<file path="config.mk">
export PLATFORM = sky130hd
export DESIGN_NAME = unified_mem_arbiter
export DESIGN_NICKNAME = d
export VERILOG_FILES = /design/src/rtl/arb_pkg.sv /design/src/rtl/arb_grant_pick.sv /design/src/rtl/unified_mem_arbiter.sv
export SDC_FILE = /design/constraint.sdc
export NUM_CORES = 1
export LEC_CHECK = 0
export CORE_MARGIN = 5
export CORE_UTILIZATION = 42
export CTS_CLUSTER_DIAMETER = 150
export DETAILED_ROUTE_END_ITERATION = 6
export PLACE_DENSITY_LB_ADDON = 0.1
export SLEW_MARGIN = 20
export SYNTH_ARGS = -nofsm -noshare
export SYNTH_HDL_FRONTEND = slang
export SYNTH_HIERARCHICAL = 1
export SYNTH_SLANG_ARGS = --single-unit
</file>
<file path="constraint.sdc">
create_clock -name clk -period 3.2 [get_ports clk]
set_input_delay 0.8 -clock clk [delete_from_list [all_inputs] [get_ports clk]]
set_output_delay 0.8 -clock clk [all_outputs]
set_load 0.03 [all_outputs]
</file>
<file path="src/rtl/arb_pkg.sv">
// Shared encodings for the unified memory arbiter: FSM states, grant selects,
// and the counter width used for latency and starvation tracking.
package arb_pkg;

    localparam int unsigned CNT_W = 4;

    localparam logic [1:0] IDLE    = 2'b00;
    localparam logic [1:0] BUSY_IF = 2'b01;
    localparam logic [1:0] BUSY_DM = 2'b10;

    localparam logic [1:0] GNT_NONE = 2'b00;
    localparam logic [1:0] GNT_IF   = 2'b01;
    localparam logic [1:0] GNT_DM   = 2'b10;

endpackage

</file>
<file path="src/rtl/arb_grant_pick.sv">
// Priority decision between fetch and data ports: data wins unless fetch has
// been passed over STARVE_MAX times in a row.
module arb_grant_pick
    import arb_pkg::*;
#(
    parameter int unsigned STARVE_MAX = 4
) (
    input  logic             if_req,
    input  logic             dm_req,
    input  logic [CNT_W-1:0] starve_cnt,
    output logic             grant_if,
    output logic             grant_dm
);

    logic if_forced;

    assign if_forced = if_req && (starve_cnt == CNT_W'(STARVE_MAX));
    assign grant_dm  = dm_req && !if_forced;
    assign grant_if  = if_req && !grant_dm;

endmodule

</file>
<file path="src/rtl/unified_mem_arbiter.sv">
// Shares one single-ported memory between instruction fetch and the data port,
// sequencing each access over a fixed latency and pulsing a per-port ready.
module unified_mem_arbiter
    import arb_pkg::*;
#(
    parameter int unsigned ADDR_W     = 32,
    parameter int unsigned DATA_W     = 32,
    parameter int unsigned MEM_LAT    = 2,
    parameter int unsigned STARVE_MAX = 4
) (
    input  logic              clk,
    input  logic              reset,
    input  logic              if_req,
    input  logic [ADDR_W-1:0] if_addr,
    output logic              if_ready,
    output logic [DATA_W-1:0] if_rdata,
    input  logic              dm_req,
    input  logic              dm_we,
    input  logic [ADDR_W-1:0] dm_addr,
    input  logic [DATA_W-1:0] dm_wdata,
    output logic              dm_ready,
    output logic [DATA_W-1:0] dm_rdata,
    output logic              mem_en,
    output logic              mem_we,
    output logic [ADDR_W-1:0] mem_addr,
    output logic [DATA_W-1:0] mem_wdata,
    input  logic [DATA_W-1:0] mem_rdata,
    output logic              stall_if,
    output logic              stall_mem,
    output logic              busy
);

    logic [1:0]       state_q;
    logic [CNT_W-1:0] lat_cnt_q;
    logic [CNT_W-1:0] starve_cnt_q;
    logic             grant_if;
    logic             grant_dm;
    logic [1:0]       gnt_sel;
    logic             data_phase;

    arb_grant_pick #(
        .STARVE_MAX(STARVE_MAX)
    ) u_grant_pick (
        .if_req    (if_req),
        .dm_req    (dm_req),
        .starve_cnt(starve_cnt_q),
        .grant_if  (grant_if),
        .grant_dm  (grant_dm)
    );

    assign gnt_sel = (state_q == IDLE) ? {grant_dm, grant_if} : GNT_NONE;

    // lat_cnt holds during the strobe cycle so ready lands MEM_LAT cycles after mem_en.
    assign data_phase = (state_q != IDLE) && !mem_en && (lat_cnt_q == CNT_W'(1));

    assign if_ready  = data_phase && (state_q == BUSY_IF);
    assign dm_ready  = data_phase && (state_q == BUSY_DM);
    assign stall_if  = if_req & ~if_ready;
    assign stall_mem = dm_req & ~dm_ready;
    assign busy      = (state_q != IDLE);

    always_ff @(posedge clk or negedge reset) begin
        if (!reset) begin
            state_q      <= IDLE;
            lat_cnt_q    <= '0;
            starve_cnt_q <= '0;
            mem_en       <= 1'b0;
            mem_we       <= 1'b0;
            mem_addr     <= '0;
            mem_wdata    <= '0;
            if_rdata     <= '0;
            dm_rdata     <= '0;
        end else begin
            mem_en <= 1'b0;

            if (!if_req || (gnt_sel == GNT_IF)) begin
                starve_cnt_q <= '0;
            end else if ((gnt_sel == GNT_DM) && (starve_cnt_q != CNT_W'(STARVE_MAX))) begin
                starve_cnt_q <= starve_cnt_q + CNT_W'(1);
            end

            case (state_q)
                IDLE: begin
                    case (gnt_sel)
                        GNT_DM: begin
                            state_q   <= BUSY_DM;
                            mem_en    <= 1'b1;
                            mem_we    <= dm_we;
                            mem_addr  <= dm_addr;
                            mem_wdata <= dm_wdata;
                            lat_cnt_q <= CNT_W'(MEM_LAT);
                        end
                        GNT_IF: begin
                            state_q   <= BUSY_IF;
                            mem_en    <= 1'b1;
                            mem_we    <= 1'b0;
                            mem_addr  <= if_addr;
                            lat_cnt_q <= CNT_W'(MEM_LAT);
                        end
                        default: ;
                    endcase
                end
                BUSY_IF, BUSY_DM: begin
                    if (data_phase) begin
                        state_q   <= IDLE;
                        lat_cnt_q <= '0;
                        if (state_q == BUSY_IF) begin
                            if_rdata <= mem_rdata;
                        end else if (!mem_we) begin
                            dm_rdata <= mem_rdata;
                        end
                    end else if (!mem_en) begin
                        lat_cnt_q <= lat_cnt_q - CNT_W'(1);
                    end
                end
                default: state_q <= IDLE;
            endcase
        end
    end

endmodule

</file>
=== After elaboration in Yosys (flattened, before gate mapping) ===
Index checks and enable logic that the tools add are counted.

* Logic and storage cells: 68
* Flip-flop bits (word level): 140
* Input bits: 133

* Add/sub/neg operators: 2
* Reductions and logical operators: 26
* Mux-type cells: 14
* Eq/ne operators: 11
* Bitwise logic cells: 6

{| class="wikitable"
|+ Operators by type and width
! operator !! number
|-
| $pmux 32 s2 || 1
|-
| $mux 4 || 5
|-
| $logic_and 1x1->1 || 8
|-
| $pmux 2 s2 || 2
|-
| $pmux 4 s2 || 1
|-
| $reduce_bool 2->1 || 4
|-
| $reduce_and 2->1 || 3
|-
| $reduce_and 3->1 || 2
|-
| $add 4x1->4 const B || 1
|-
| $eq 2x1->1 const B || 2
|-
| $eq 2x2->1 const B || 2
|-
| $eq 4x1->1 const B || 1
|-
| $eq 4x3->1 const B || 1
|-
| $logic_not 1->1 || 4
|-
| $mux 2 || 2
|-
| $ne 2x2->1 const B || 2
|-
| $ne 4x3->1 const B || 1
|-
| $not 1->1 || 4
|-
| $reduce_and 4->1 || 1
|-
| $reduce_or 2->1 || 2
|-
| $sub 4x1->4 const B || 1
|-
| $ne 3x1->1 const B || 1
|-
| $ne 3x3->1 const B || 1
|-
| $and 1x1->1 || 2
|-
| other kinds (4) || 5
|}

=== Logic depth before layout (Yosys ltp) ===
Gate-level depths: netlist (run 1).

* Depth after elaboration: 11
* Depth in mapped cells: 10
* Mapped depth without buffers: 8

=== By module ===
Netlist (run 1), hierarchy kept.

{| class="wikitable"
|+ Modules (own cells, without submodules)
! module !! cells each !! area each (µm²) !! times used !! sequential area each (µm²)
|-
| unified_mem_arbiter || 445 || 5923.2 || 1 || 3503.4
|-
| arb_grant_pick || 4 || 40.0 || 1 || 0.0
|}

=== Worst setup path after synthesis (run 1) ===
No wires, ideal clock.

* Kind: register to output
* From: register state_q[0]
* To: output port stall_if
* Arrival time: 1.748 ns
* Cell stages (with the launch flop): 7
* Slack: 0.652 ns
* Buffers on the path: 1
* Path through: dfrtp_1 -> inv_1 -> ha_1 -> buf_2 -> nor4b_4 -> and3_1 -> nor2b_1

* Longest elaborated chain between the ends: 6

{| class="wikitable"
|+ Ends and longest elaborated chain
! item !! RTL line !! RTL
|-
| start, declared || unified_mem_arbiter.sv:33 || <nowiki>logic [1:0] state_q;</nowiki>
|-
| start signal, assigned || unified_mem_arbiter.sv:64 || <nowiki>state_q <= IDLE;</nowiki>
|-
| start signal, assigned || unified_mem_arbiter.sv:86 || <nowiki>state_q <= BUSY_DM;</nowiki>
|-
| start signal, assigned || unified_mem_arbiter.sv:94 || <nowiki>state_q <= BUSY_IF;</nowiki>
|-
| $reduce_bool 2->1 || unified_mem_arbiter.sv:54 || <nowiki>assign data_phase = (state_q != IDLE) && !mem_en && (lat_cnt_q == CNT_W'(1));</nowiki>
|-
| $logic_and 1x1->1 (2 in a row) || unified_mem_arbiter.sv:54 ||
|-
| $logic_and 1x1->1 (*) || unified_mem_arbiter.sv:56 || <nowiki>assign if_ready = data_phase && (state_q == BUSY_IF);</nowiki>
|-
| named net if_ready || unified_mem_arbiter.sv:15 || <nowiki>output logic if_ready,</nowiki>
|-
| $not 1->1 (*) || unified_mem_arbiter.sv:58 || <nowiki>assign stall_if = if_req & ~if_ready;</nowiki>
|-
| $and 1x1->1 (*) || unified_mem_arbiter.sv:58 ||
|-
| end, declared || unified_mem_arbiter.sv:28 || <nowiki>output logic stall_if,</nowiki>
|}

Mark *: on every way through the listed nets, which the timed path passes. The rest lies on a longest branch.

=== Worst setup path in the final report (run 1) ===
* From: register state_q[1]
* To: output port dm_ready

* Longest elaborated chain between the ends: 4

{| class="wikitable"
|+ Ends and longest elaborated chain
! item !! RTL line !! RTL
|-
| $reduce_bool 2->1 || unified_mem_arbiter.sv:54 ||
|-
| $logic_and 1x1->1 (2 in a row) || unified_mem_arbiter.sv:54 ||
|-
| $logic_and 1x1->1 (*) || unified_mem_arbiter.sv:57 || <nowiki>assign dm_ready = data_phase && (state_q == BUSY_DM);</nowiki>
|-
| end, declared || unified_mem_arbiter.sv:21 || <nowiki>output logic dm_ready,</nowiki>
|}

Every way passes the cells marked *; elsewhere a longest branch is shown, timed or not.

==> flow_summary.yaml, run 1 <==
critical_path:
  rrSetupSlack_ns: 0.88
  cp_data_arrival_time_ns: 2.12
  cp_cell_sequence: "inv_1 -> ha_2 -> nor4b_4 -> and3_1 -> dlygate4sd2_1"
  cp-start-kind: "flop"
  r2r_cells: 6
  cp_slowest_cell: "dlygate4sd2_1"
  crit_fanout: 10
  cpPeakStageDelay_ns: 0.41
  r2r-start: "state_q[1]"
  crit_cells: 5
  worst-path-buf-inv: 2
  critPathTopFamily: "simple AND/OR/NAND/NOR gates"
  timing_worst_setup_path_type: "reg -> out"
  cp-end-kind: "output port"
  timing.rr.end: "if_rdata[21]"
  required_ns: 2.40
final_layout:
  fin_util_pct: 68.3
  final.fill_count: 1027
  syn_to_final_growth_pct: 59.0
  drive_above_1_share_pct: 19.6
  finalInstanceArea_mm2: 0.00948
  final_nets: 864
  diodes: 0
yosys:
  avgSynthCellArea_um2: 13.3
  yosys.area.top_type: "dfrtp_1"
  yosys_warnings: 6
  yosys_register_bits: 140
  synth_top_area_share_pct: 58.7
  syn_inst: 449
  synth_fp_nets: 592
  synth_seq_area_share_pct: 58.7
  synthDistinctLibCells: 42
  async_reset_ff_share_pct: 100
  netlist_area_mm2: 0.00596
  ys.flop_type: "dfrtp_1"
  synth-edff-count: 0
  ys_top_cells_by_area: "dfrtp_1 (59%), mux2_2 (18%), mux2i_1 (5.4%), o21ai_0 (3.0%), nand2_1 (2.5%)"
power:
  p_seq_share_pct: 31.3
  powerDensity_mw_per_mm2: 953
  switching_share_pct: 38.7
  p_total_w: 0.00903
  leakage_nw: 4.11
  combPwrFrac_pct: 47.0
  p_int_w: 0.00554
  vdd_drop_max_uv: 617
  p_sw_w: 0.00350
  p_clk_share_pct: 21.7
drt:
  routedWlPerCell_um: 18.4
  first_iter_violations: 230
  totalWireLength_um: 16800
  drtAntennaViolNets: 0
  first_pass_iters: 4
  vias: 4535
  drc_errors: 0
  viasPerCell: 4.96
grt:
  grt_pass1_vias: 5019
  grt_max_degree: 74
  grtUsageTotal_pct: 20.5
  antenna_found_initial: 0
  gr-total-overflow: 0
  grt_pass1_wl_um: 26300
placement:
  gp_congestion: 0.809
  portBuffers: 267
  postPlaceCellArea_mm2: 0.00887
  place_ws_ns: 0.214
  place_hpwl_um: 12800
floorplan:
  die-area_mm2: 0.0167
  fp.dieW_um: 129
  start_util_pct: 43.0
  core-area_mm2: 0.0139
  die_h_um: 129
  io_pins: 268
  row_count: 43
clocking:
  ctsHoldBuffers: 0
  htreeDepth: 4
  cts_tree: "done"
  clock-sinks: 140
  clk_latency_ns: 0.41
  cts_buffers: 17
  clockBufferDepth: 2
  cts_root_buf: "clkbuf_16"
  postCtsSetupBuffers: 0
  clk_pin_slew_ns: 0.06
sta:
  slew_violations: 0
  rsz0062_at_grt: "false"
  fmax_ghz: 0.342
  hold_violations: 0
  layout_min_cycle_time_ns: 2.92
  slew_headroom_pct: 53.3
  tns_ns: 0
  worst_slack_ns: 0.279
  setup_violations: 0
  fin_crit_sh_pct: 91.3
  tightest_slew_ns: 0.701
  finalClockSkew_ns: 0.0102
min_path:
  hold_path_class: "in -> async"
status:
  run_status: "complete, no violations"
run:
  maxCapViolCount: 0
[per-layer routing]
layer	up-vias	wire, um	global-route usage, %
li1	2125	-	-
met1	2165	6280	23.4
met2	214	8120	33.4
met3	31	1920	9.36
met4	0	470	8.77
met5	-	0	0
[final cells by class]
| class | instances | area, um2 | area share [%] |
|---|---|---|---|
| multi-input cells | 270 | 2290 | 24.2 |
| repair buffers | 277 | 2800 | 29.6 |
| well taps | 180 | 225 | 2.38 |
| clock buffers | 20 | 467 | 4.92 |
| clock inverters | 12 | 135 | 1.43 |
| flip-flops and latches | 140 | 3500 | 37.0 |
| inverters | 15 | 56.3 | 0.594 |
[flip-flops by register name, summed over array words and instances (netlist names)]
signal	flops
mem_addr	32
starve_cnt_q	4
state_q	2
mem_we	1
lat_cnt_q	4
mem_en	1
dm_rdata	32
mem_wdata	32
if_rdata	32
[through the flow]
stage	std cells	hold WS [ns]
2_1_floorplan	449	0.504
3_3_place_gp	882	0.462
3_5_place_dp	882	0.470
4_1_cts	914	0.424
5_1_grt	914	0.458
6_report	914	0.403
[placed cells by master (no fill, tap or decap), types with 6 or more instances in the layout]
cell	count
a21oi_1	9
buf_4	6
clkbuf_16	17
clkdlybuf4s50_1	262
dfrtp_1	140
ha_1	8
inv_1	15
mux2_2	94
mux2i_1	32
nand2_1	40
o21ai_0	36
[synth_stat cells, types with 4 or more instances]
cell type,n
o21ai_0,36
mux2i_1,32
ha_1,10
nand2b_1,5
inv_1,15
mux2_2,94
clkbuf_1,13
dfrtp_1,140
nand2_1,40
nor2_1,4
a21oi_1,9
buf_1,4
[cells by family (layout without fill, tap and decap cells)]
kind of cell               after synthesis  in the layout  share of synthesized area [%]
AOI/OAI and AO/OA                       59             59                           5.83
adders and majority gates               10             10                           2.10
buffers and inverters                   39            324                           2.96
DFF                                    140            140                           58.7
muxes                                  128            128                           23.5
and+or+nand+nor                         73             73                           6.86
[how the worst max path moves through the flow]
stage | start | end | slack [ns]
floorplan | state_q[0] | stall_if | 0.65
global placement | if_req | stall_if | 0.26
detailed placement | if_req | stall_if | 0.21
CTS | state_q[1] | if_ready | 0.009
global route | state_q[1] | dm_ready | 0.18
finish | state_q[1] | dm_ready | 0.28
[timing repair]
item                                    4_1_cts  5_1_grt
endpoints found under the setup margin        4        2
pin swaps                                     0        0
gates resized for setup                       3        2
[power groups by stage]
stage	combinational (W)	clock [W]	sequential (W)
after global placement	0.00422	0	0.00281
after global routing	0.00451	0.00208	0.00291
after CTS	0.00430	0.00201	0.00283
final	0.00425	0.00196	0.00283
after floorplan	0.00114	0	0.00406
after detailed placement	0.00428	0	0.00285
Power figures use the tool's default switching activity.
==> run 2: changes to the inputs <==
--- a/config.mk
+++ b/config.mk
@@ -6,7 +6,7 @@
 export NUM_CORES = 1
 export LEC_CHECK = 0
 export CORE_MARGIN = 5
-export CORE_UTILIZATION = 42
+export CORE_UTILIZATION = 38
 export CTS_CLUSTER_DIAMETER = 150
 export DETAILED_ROUTE_END_ITERATION = 6
 export PLACE_DENSITY_LB_ADDON = 0.1
==> constraint.sdc (replaced) <==
create_clock -name clk -period 2.6 [get_ports clk]
set_input_delay 0.65 -clock clk [delete_from_list [all_inputs] [get_ports clk]]
set_output_delay 0.65 -clock clk [all_outputs]
set_load 0.03 [all_outputs]
==> run 2 against run 1 <==
Sequential share of layout area is 0.58 points lower. Core utilization down 5.4 points. Die area is 9.7% higher. Wire length shrank 4.4%. Critical endpoint is now stall_mem. Largest power group unchanged.
==> flow_summary.yaml, run 2 (synthesis results as in run 1) <==
status:
  run_status: "complete, no violations"
clocking:
  postCtsSetupBuffers: 0
  clk_pin_slew_ns: 0.06
  clockBufferDepth: 2
  cts_tree: "done"
  clock-sinks: 140
  ctsHoldBuffers: 0
  cts_root_buf: "clkbuf_16"
  cts_buffers: 17
  htreeDepth: 4
  clk_latency_ns: 0.42
floorplan:
  die-area_mm2: 0.0183
  start_util_pct: 38.9
  io_pins: 268
  fp.dieW_um: 135
  row_count: 45
  die_h_um: 135
  core-area_mm2: 0.0153
placement:
  gp_congestion: 0.795
  place_hpwl_um: 12100
  portBuffers: 267
  placedCellCount: 915
drt:
  first_iter_violations: 132
  viasPerCell: 4.69
  routedWlPerCell_um: 17.0
  first_pass_iters: 4
  totalWireLength_um: 16100
  drc_errors: 0
  vias: 4445
  drtAntennaViolNets: 0
run:
  maxCapViolCount: 0
final_layout:
  drive_above_1_share_pct: 20.9
  stdcell_count: 947
  final_nets: 866
  final.fill_count: 1203
  final_cell_mix: "clkdlybuf4s50_1 (261), dfrtp_1 (140), mux2_2 (94)"
  final_common_cell: "clkdlybuf4s50_1"
  fin_util_pct: 62.9
  syn_to_final_growth_pct: 61.5
  diodes: 0
sta:
  hold_violations: 0
  layout_min_cycle_time_ns: 2.47
  slew_headroom_pct: 66.5
  rsz0062_at_grt: "false"
  finalClockSkew_ns: 0.00873
  tightest_slew_ns: 0.502
  fin_crit_sh_pct: 95.0
  slew_violations: 0
  tns_ns: 0
  fmax_ghz: 0.405
  setup_violations: 0
critical_path:
  cp-end-kind: "output port"
  required_ns: 1.95
  cp-start-kind: "flop"
  crit_fanout: 10
  cp_data_arrival_time_ns: 1.82
  timing_worst_setup_path_type: "reg -> out"
power:
  leakage_nw: 4.13
  powerDensity_mw_per_mm2: 1180
  p_total_w: 0.0114
  vdd_drop_max_uv: 668
grt:
  grtUsageTotal_pct: 17.6
  antenna_found_initial: 0
  gr-total-overflow: 0
  grt_pass1_vias: 4730
  grt_max_degree: 59
  grt_pass1_wl_um: 25100
min_path:
  hold_path_class: "in -> async"
==> run 2: timing repair <==
item / CTS / global route
gates resized for setup: 3 / 4
pin swaps: 0 / 1
endpoints found under the setup margin: 5 / 4
cloned: 0 / 0
==> run 2: final cells by class <==
| class | instances | area [um2] | area share [%] |
|---|---|---|---|
| Clock buffer | 18 | 439 | 4.56 |
| Clock inverter | 14 | 216 | 2.25 |
| Inverter | 15 | 56.3 | 0.585 |
| Multi-Input combinational cell | 270 | 2310 | 24.0 |
| Sequential cell | 140 | 3500 | 36.4 |
| Tap cell | 211 | 264 | 2.74 |
| Timing Repair Buffer | 279 | 2840 | 29.5 |
==> run 2: stage by stage <==
stage               setup WS [ns]  hold slack (ns)  cell area (um2)
floorplan                   0.202            0.354             5960
global placement           0.0300            0.461             8950
detailed placement        -0.0214            0.469             8950
CTS                        0.0134            0.180             9620
global route              0.00966            0.197             9630
finish                      0.130            0.166             9630
==> run 2: path summary, 6_finish.rpt <==
path                         startpoint         endpoint  slack [ns]  cells past startpoint
max                          state_q[0]        stall_mem        0.13                      6
min                               reset  starve_cnt_q[2]        0.17                      1
max reg2reg                  state_q[0]     lat_cnt_q[2]        0.38                      7
min reg2reg                mem_addr[23]     mem_addr[23]        0.48                      2
max in group asynchronous         reset     dm_rdata[10]        1.77                      2
min in group clk           mem_addr[23]     mem_addr[23]        0.48                      2
==> run 2: where the power goes <==
| group | internal, W | total (W) | switching [W] |
|---|---|---|---|
| Clock | 0.00173 | 0.00269 | 0.000957 |
| Sequential | 0.00300 | 0.00347 | 0.000467 |
| Combinational | 0.00235 | 0.00523 | 0.00288 |
==> run 2: routing by layer <==
metal  routed length [um]  vias up  global-route usage, %  share of wire [%]
li1                     -     2132                      -                  -
met1                 6380     2116                   20.9                 40
met2                 7640      181                   28.4                 48
met3                 1800       16                   7.95                 11
met4                  229        0                   5.88                1.4
met5                    0        -                      0                  0
==> run 2: worst max-delay path, stage by stage (launching register included) <==
cell and delay [ns]:
dfrtp_1 0.39, inv_2 0.09, ha_4 0.21, nor4b_4 0.27, and3_4 0.24, nor2b_1 0.04
buf_4 0.16
